===== src/rtl/capture_ctrl_if.sv =====
// Handshake/status bundle between the command/trigger side and capture_ctrl.
// The master drives the controls; the slave (capture_ctrl) drives the RAM write port and status.
interface capture_ctrl_if #(
   parameter int ADDR_W = 9
);
   logic              run;
   logic              stop;
   logic              wrt_smpl;
   logic              triggered;
   logic [ADDR_W-1:0] trig_pos;
   logic              done_clr;
   logic              armed;
   logic              set_capture_done;
   logic              capture_done;
   logic              we;
   logic [ADDR_W-1:0] waddr;
   logic [ADDR_W-1:0] trig_addr;
   logic              busy;

   modport master (
      output run, stop, wrt_smpl, triggered, trig_pos, done_clr,
      input  armed, set_capture_done, capture_done, we, waddr, trig_addr, busy
   );

   modport slave (
      input  run, stop, wrt_smpl, triggered, trig_pos, done_clr,
      output armed, set_capture_done, capture_done, we, waddr, trig_addr, busy
   );
endinterface


===== src/rtl/capture_ctrl.sv =====
// Capture sequencer: circular sample-RAM writer with pre-trigger arming and post-trigger count.
// Optional AUTO_REARM_EN: a done_clr pulse in DONE restarts a capture like run.
module capture_ctrl #(
   parameter int ENTRIES = 384,
   parameter int ADDR_W  = 9
) (
   input  logic         clk,
   input  logic         rst,
   capture_ctrl_if.slave bus
);

   localparam logic [ADDR_W:0]   LP_ENTRIES = (ADDR_W+1)'(ENTRIES);
   localparam logic [ADDR_W-1:0] LP_LAST    = ADDR_W'(ENTRIES-1);

   typedef enum logic [1:0] {
      ST_IDLE = 2'd0,
      ST_CAPT = 2'd1,
      ST_DONE = 2'd2
   } state_t;

   state_t            r_state;
   state_t            w_state_next;

   logic [ADDR_W-1:0] r_waddr;
   logic [ADDR_W:0]   r_smpl_cnt;
   logic [ADDR_W-1:0] r_trig_cnt;
   logic [ADDR_W-1:0] r_trig_addr;
   logic              r_capture_done;

   logic              w_start;
   logic              w_wr;
   logic              w_set_done;
   logic              w_hit;
   logic              w_rearm;
   logic [ADDR_W:0]   w_hist_sum;

`ifdef AUTO_REARM_EN
   assign w_rearm = bus.done_clr;
`else
   assign w_rearm = 1'b0;
`endif

   assign w_hit      = bus.triggered && (r_trig_cnt == bus.trig_pos);
   // smpl_cnt <= ENTRIES and trig_pos < ENTRIES, so this sum cannot wrap
   assign w_hist_sum = r_smpl_cnt + {1'b0, bus.trig_pos};

   always_ff @(posedge clk or posedge rst) begin
      if (rst) begin
         r_state <= ST_IDLE;
      end else begin
         r_state <= w_state_next;
      end
   end

   always_comb begin
      w_state_next = r_state;
      w_start      = 1'b0;
      w_wr         = 1'b0;
      w_set_done   = 1'b0;
      case (r_state)
         ST_IDLE: begin
            if (!bus.stop && bus.run) begin
               w_state_next = ST_CAPT;
               w_start      = 1'b1;
            end
         end
         ST_CAPT: begin
            if (bus.stop) begin
               w_state_next = ST_IDLE;
            end else if (w_hit) begin
               w_state_next = ST_DONE;
               w_set_done   = 1'b1;
            end else if (bus.wrt_smpl) begin
               w_wr = 1'b1;
            end
         end
         ST_DONE: begin
            if (bus.stop) begin
               w_state_next = ST_IDLE;
            end else if (bus.run || w_rearm) begin
               w_state_next = ST_CAPT;
               w_start      = 1'b1;
            end
         end
         default: begin
            w_state_next = ST_IDLE;
         end
      endcase
   end

   always_ff @(posedge clk or posedge rst) begin
      if (rst) begin
         r_waddr    <= '0;
         r_smpl_cnt <= '0;
         r_trig_cnt <= '0;
      end else if (w_start) begin
         r_waddr    <= '0;
         r_smpl_cnt <= '0;
         r_trig_cnt <= '0;
      end else if (w_wr) begin
         r_waddr <= (r_waddr == LP_LAST) ? '0 : r_waddr + ADDR_W'(1);
         if (r_smpl_cnt != LP_ENTRIES) begin
            r_smpl_cnt <= r_smpl_cnt + (ADDR_W+1)'(1);
         end
         if (bus.triggered) begin
            r_trig_cnt <= r_trig_cnt + ADDR_W'(1);
         end
      end
   end

   // The write pointer at the done cycle points at the oldest sample in the ring.
   always_ff @(posedge clk or posedge rst) begin
      if (rst) begin
         r_trig_addr    <= '0;
         r_capture_done <= 1'b0;
      end else begin
         if (w_set_done) begin
            r_trig_addr <= r_waddr;
         end
         if (w_set_done) begin
            r_capture_done <= 1'b1;
         end else if (bus.done_clr || bus.run) begin
            r_capture_done <= 1'b0;
         end
      end
   end

   assign bus.armed            = (r_state == ST_CAPT) && (w_hist_sum >= LP_ENTRIES);
   assign bus.set_capture_done = w_set_done;
   assign bus.capture_done     = r_capture_done;
   assign bus.we               = w_wr;
   assign bus.waddr            = r_waddr;
   assign bus.trig_addr        = r_trig_addr;
   assign bus.busy             = (r_state == ST_CAPT);

endmodule

===== src/flat_wrapper.sv =====
// flat-port wrapper written by rule: the top's interface ports become plain ports
module capture_ctrl_flat 
#(
   parameter int ENTRIES = 384,
   parameter int ADDR_W  = 9
)
  (clk, rst, bus_run, bus_stop, bus_wrt_smpl, bus_triggered, bus_trig_pos, bus_done_clr, bus_armed, bus_set_capture_done, bus_capture_done, bus_we, bus_waddr, bus_trig_addr, bus_busy);
  capture_ctrl_if #(.ADDR_W(ADDR_W)) bus_i ();
  input  logic clk;
  input  logic rst;
  input wire logic [$bits(bus_i.run)-1:0] bus_run;
  input wire logic [$bits(bus_i.stop)-1:0] bus_stop;
  input wire logic [$bits(bus_i.wrt_smpl)-1:0] bus_wrt_smpl;
  input wire logic [$bits(bus_i.triggered)-1:0] bus_triggered;
  input wire logic [$bits(bus_i.trig_pos)-1:0] bus_trig_pos;
  input wire logic [$bits(bus_i.done_clr)-1:0] bus_done_clr;
  output wire logic [$bits(bus_i.armed)-1:0] bus_armed;
  output wire logic [$bits(bus_i.set_capture_done)-1:0] bus_set_capture_done;
  output wire logic [$bits(bus_i.capture_done)-1:0] bus_capture_done;
  output wire logic [$bits(bus_i.we)-1:0] bus_we;
  output wire logic [$bits(bus_i.waddr)-1:0] bus_waddr;
  output wire logic [$bits(bus_i.trig_addr)-1:0] bus_trig_addr;
  output wire logic [$bits(bus_i.busy)-1:0] bus_busy;
  assign bus_i.run = bus_run;
  assign bus_i.stop = bus_stop;
  assign bus_i.wrt_smpl = bus_wrt_smpl;
  assign bus_i.triggered = bus_triggered;
  assign bus_i.trig_pos = bus_trig_pos;
  assign bus_i.done_clr = bus_done_clr;
  assign bus_armed = bus_i.armed;
  assign bus_set_capture_done = bus_i.set_capture_done;
  assign bus_capture_done = bus_i.capture_done;
  assign bus_we = bus_i.we;
  assign bus_waddr = bus_i.waddr;
  assign bus_trig_addr = bus_i.trig_addr;
  assign bus_busy = bus_i.busy;
  capture_ctrl #(.ENTRIES(ENTRIES), .ADDR_W(ADDR_W)) u_core (.clk(clk), .rst(rst), .bus(bus_i));
endmodule

===== config.mk =====
export PLATFORM = sky130hd
export DESIGN_NAME = capture_ctrl_flat
export DESIGN_NICKNAME = d
export VERILOG_FILES = /design/src/rtl/capture_ctrl_if.sv /design/src/rtl/capture_ctrl.sv /design/src/flat_wrapper.sv
export SDC_FILE = /design/constraint.sdc
export NUM_CORES = 1
export LEC_CHECK = 0
export BUFFER_PORTS_ARGS = -buffer_cell sky130_fd_sc_hd__buf_4
export CAP_MARGIN = 20
export CORE_AREA = 4 4 74 76
export CTS_BUF_LIST = sky130_fd_sc_hd__clkbuf_4
export CTS_CLUSTER_DIAMETER = 30
export DETAILED_ROUTE_END_ITERATION = 10
export DIE_AREA = 0 0 78 80
export GPL_ROUTABILITY_DRIVEN = 0
export PLACE_DENSITY = 0.79
export SLEW_MARGIN = 20
export SYNTH_ARGS = -nofsm -noshare
export SYNTH_HDL_FRONTEND = slang
export SYNTH_SLANG_ARGS = --single-unit

===== constraint.sdc =====
create_clock -name clk -period 5.3 [get_ports clk]
set_clock_uncertainty 0.2 [all_clocks]
set_input_delay 1.06 -clock clk [delete_from_list [all_inputs] [get_ports clk]]
set_output_delay 1.06 -clock clk [all_outputs]
set_load 0.005 [all_outputs]

# ---- After elaboration in Yosys (flattened, before gate mapping)
# Index checks and enable logic that the tools add are counted.
dict set report word_totals {
  ramBits 0
  out_inout_bits 23
  inputBits 16
  register_bits 40
  n_memories 0
  word_cells 60
  mem_bits_ro 0
  latchBits 0
}
dict set report op_classes {
  n_addsub 4
  n_reduce_logical 13
  n_eq_ne 8
  n_shift 0
  n_mul 0
  n_div 0
  order_cmp 1
  muxes 28
  bitwise_logic 0
}
# cell count
set op_table {}
lappend op_table {{$mux W9} 6}
lappend op_table {{$mux W10} 3}
lappend op_table {{$add A9 B1 Y9 const B} 2}
lappend op_table {{$mux W1} 12}
lappend op_table {{$add A10 B1 Y10 const B} 1}
lappend op_table {{$add A10 B9 Y10} 1}
lappend op_table {{$ge A10 B9 Y1 const B} 1}
lappend op_table {{$mux W2} 5}
lappend op_table {{$ne A10 B9 Y1 const B} 1}
lappend op_table {{$eq A9 B9 Y1} 1}
lappend op_table {{$eq A9 B9 Y1 const B} 1}
lappend op_table {{$reduce_bool A2 Y1} 4}
lappend op_table {{$pmux W2 S3} 1}
lappend op_table {{$reduce_and A2 Y1} 2}
lappend op_table {{$logic_and A1 B1 Y1} 3}
lappend op_table {{$ne A3 B2 Y1 const B} 1}
lappend op_table {{$ne A3 B3 Y1 const B} 1}
lappend op_table {{$reduce_and A3 Y1} 1}
lappend op_table {{$eq A2 B1 Y1 const B} 1}
lappend op_table {{$eq A2 B2 Y1 const B} 1}
lappend op_table {{$logic_not A2 Y1} 1}
lappend op_table {{$ne A2 B1 Y1 const B} 1}
lappend op_table {{$pmux W1 S2} 1}
lappend op_table {{$logic_not A1 Y1} 1}
lappend op_table {{$logic_or A1 B1 Y1} 1}

# ---- Longest topological paths before layout
dict set report logic_depth {
  word_depth 7
  ltp_mapped 9
  depth_no_buf 9
}

# ---- Worst setup path before layout
# Ideal clock, no wire load.
dict set report synth_timing {
  path_type {input -> output}
  from {input bus_trig_pos[0]}
  to {output bus_armed}
  slack_ps 1488
  t_required_ps 4040
  n_path_buf 0
  stages 9
  arrival_time_ps 2552
  cell_sequence {ha_1 -> inv_1 -> fa_1 -> nand2b_1 -> a21oi_1 -> o22ai_1 -> xor2_1 -> maj3_1 -> a21oi_1}
}
dict set report synth_via {
  elab_chain_cells 3
}
# item line_no
set synth_rtl {}
lappend synth_rtl {{from (decl)} flat_wrapper.sv:15} ;# input wire logic [$bits(bus_i.trig_pos)-1:0] bus_trig_pos;
lappend synth_rtl {{$add A10 B9 Y10} capture_ctrl.sv:45} ;# assign w_hist_sum = r_smpl_cnt + {1'b0, bus.trig_pos};
lappend synth_rtl {{$ge A10 B9 Y1} capture_ctrl.sv:128} ;# assign bus.armed = (r_state == ST_CAPT) && (w_hist_sum >= LP_ENTRIES);
lappend synth_rtl {{$logic_and A1 B1 Y1} capture_ctrl.sv:128}
lappend synth_rtl {{to (decl)} flat_wrapper.sv:17} ;# output wire logic [$bits(bus_i.armed)-1:0] bus_armed;
# Every way passes these cells.

# ---- Worst setup path in the final report
# Same ends and word-level chain as after synthesis.

==> metrics.txt <==
status=finished, final reports clean; Post-CTS Repair Setup Buffers=0; Synth Instances=around 230; syn nets=about 260; Arr. time, crit path=approximately 2.8 ns; Crit Path Category=in2out; Overflow after GRT=0; dpl cell area=~0.0027 sq mm; PwrDens=221.5 mW/mm^2; Initial Util=approximately 50%; final instance area=0.002804 sq mm; Seq/Total Area, Yosys=a little over two fifths; vias in the first global route=roughly 1800; All-Layer GR Usage=17.62%; worst path cell trace=buf_4, ha_1, inv_1, fa_1, nand2b_1, a21oi_1, o22ai_1, xor2_1, maj3_1, a21oi_1, buf_4; NumNets Final=between 300 and 400; Final TNS setup=0 ns; initial antenna violation count=0; worst vdd ir=between 0.1 and 0.15 mV; CTS tree=done; die height=80 um; simple-gate share of the synthesized area=between 20 and 25%; main combinational cell family by area after synthesis=simple AND/OR/NAND/NOR gates; Pleak=around 1.3 nW; GR Util met2=29.02%; TritonCTS buffer count=5; post-synth top area share=42.60%; Yosys reg bits=40; Final Hold Fails=0; Critical Path Max Stage Delay=approximately 0.34 ns; Slew Limit Fails=0; Crit path max-delay family=adder cells; ys async rst share=between 90% and 100%; clk buf depth=2; Sequential Area=between 0.001 and 0.0015 sq mm; n_diodes=0; GR peak layer=met2; Sink Count=40; io pins=39; largest net degree at the start of global routing=41; H-tree levels=2; final wirelength=about 5.2 mm; Worst path slowest cell=fa_1; Die W=around 78 um; minimum clock period=about 4.1 ns; Compound-Gate Fraction of Synth Area=about 11%; met1 Usage GRT=23.23%; Initial DRC Count=100; measured slew at the worst slew-check pin=0.7115 ns; peak fanout along the critical path=2; WP buf/inv=3; routed vias/inst=5.503; XOR/XNOR Fraction of Synth Area=between 10% and 20%; FILL cells=roughly 400; number of setup violations in the final report=0; RSZ-0062 raised after global routing=false; drt first pass iters=4; slew margin rel.=between 50% and 60%; most common cell in the synthesized netlist=dfrtp_1; library cells used by synthesis=44; CORE AREA=about 0.0047 sq mm; Post-DP HPWL=approximately 3.8 mm; data required time of the worst path=~4 ns; yosys warns=0; worst-skew pair later-pin latency=between 0.3 and 0.4 ns; global-route wire length before repair=8.769 mm; met3 GRT Util=3.837%; Avg WL per Cell=14.99 um; R2R setup slack=about 2.6 ns; Achievable Freq=between 200 and 250 MHz; prevailing post-synth register cell=dfrtp_1; layout cells sized above 1=around a quarter; mux contribution to synthesized area=4.313%; CP Launch Type=primary input; DRC=0; Cell Area, Synth=between 0.002 and 0.0025 sq mm; fin crit share=about 77%; multi-input logic area=around 0.0013 sq mm; number of synthesized flops with an enable pin=0; top cells by count, synth=40 x dfrtp_1, 21 x xnor2_1, 20 x nor2_1; Die Area=0.006240 sq mm; area leader, netlist=dfrtp_1; DR vias=between 1500 and 2000; IO Port Bufs=38; Reg clk slew, reported paths=between 0.1 and 0.15 ns; Power Total=~0.00062 W; worst min path class=reg2reg; Cell Rows=25; CP Capture Type=output pin; Max-Cap Viols=0; dominant cells by area after synthesis=dfrtp_1 43%, xnor2_1 7.8%, ha_1 6.9%; post-CTS sizing=0; syn_area_per_cell=10.08 sq um; hold_buf cts=0; Clk Tree Root Cell=clkbuf_4; antenna-violating nets left=0; Area growth syn-to-layout=19.33%; Synth Area in Adders=just over 8%
-- logic make-up after synthesis --
kind of cell | after synthesis
AND/OR/NAND/NOR | 86
flip-flops | 40
AO/OA/AOI/OAI | 38
XOR/XNOR | 27
buffers and inverters | 18
adder cells (fa/ha/maj) | 15
multiplexers | 9
-- stage by stage --
| step | util (%) | std cells | hold slack [ns] | setup slack, ns |
|---|---|---|---|---|
| 2_1_floorplan | - | 233 | 0.2740 | 1.488 |
| 3_3_place_gp | 57.67 | 336 | 0.2614 | 1.248 |
| 3_5_place_dp | 57.67 | 336 | 0.2671 | 1.196 |
| 4_1_cts | 59.36 | 344 | 0.2933 | 1.188 |
| 5_1_grt | 59.36 | 344 | 0.3474 | 1.031 |
| 6_report | 59.36 | 344 | 0.2904 | 1.195 |
-- flip-flops by register name, summed over array words and instances (netlist names) --
register and cells:
u_core.r_state 2, u_core.r_smpl_cnt 10, u_core.bus.trig_addr 9, u_core.r_trig_cnt 9, u_core.bus.waddr 9, u_core.bus.capture_done 1
-- worst register-to-register path, delay by kind of cell (launching register included) --
kind | cells | cell delay, ns
XOR/XNOR | 1 | 0.24
flip-flops | 1 | 0.47
AND/OR/NAND/NOR | 3 | 0.59
buffers and inverters | 1 | 0.28
AO/OA/AOI/OAI | 2 | 0.85
-- final cells by class --
type / instances / share of cell area, %
well taps: 67 / 2.990
inverters: 13 / 1.740
clock inverters: 2 / 1.249
flip-flops and latches: 40 / 35.70
repair buffers: 41 / 10.98
multi-input cells: 175 / 45.74
clock buffers: 6 / 1.606
-- per-layer routing --
layer  vias up  part of all wire (%)
li1        921                     -
met1       913                    43
met2        50                    50
met3         9                   5.6
met4         0                   1.2
met5         -                     0
-- cell usage in the layout, fill, tap and decap left out, types with 6 or more instances in the layout --
cell      instances
inv_1            12
nand2_1          13
ha_1             13
nand3_1          13
xnor2_1          21
xor2_1            6
a21oi_1           9
nor2_1           20
nand4_1           9
o21ai_0          12
mux2_2            9
buf_4            41
nor3_1            8
dfrtp_1          40
clkbuf_4          6
-- path summary, 6_finish.rpt --
path | from | end | cells past startpoint
min in group asynchronous | rst | u_core.bus.trig_addr[0]$_DFFE_PP0P_ | 3
max | bus_trig_pos[0] | bus_armed | 11
min reg2reg | u_core.bus.capture_done$_DFFE_PP0P_ | u_core.bus.capture_done$_DFFE_PP0P_ | 1
max reg2reg | u_core.r_trig_cnt[0]$_DFFE_PP0P_ | u_core.bus.waddr[5]$_DFFE_PP0P_ | 7
max in group asynchronous | rst | u_core.r_state[0]$_DFFE_PP0P_ | 3
min | u_core.bus.capture_done$_DFFE_PP0P_ | u_core.bus.capture_done$_DFFE_PP0P_ | 1
-- report_power, final --
| group | switching, W | internal, W | total (W) |
|---|---|---|---|
| Clock | 0.000103 | 0.000104 | 0.000207 |
| Sequential | 0.0000159 | 0.000314 | 0.000330 |
| Combinational | 0.0000473 | 0.0000366 | 0.0000840 |
(Power assumes the default switching activity.)
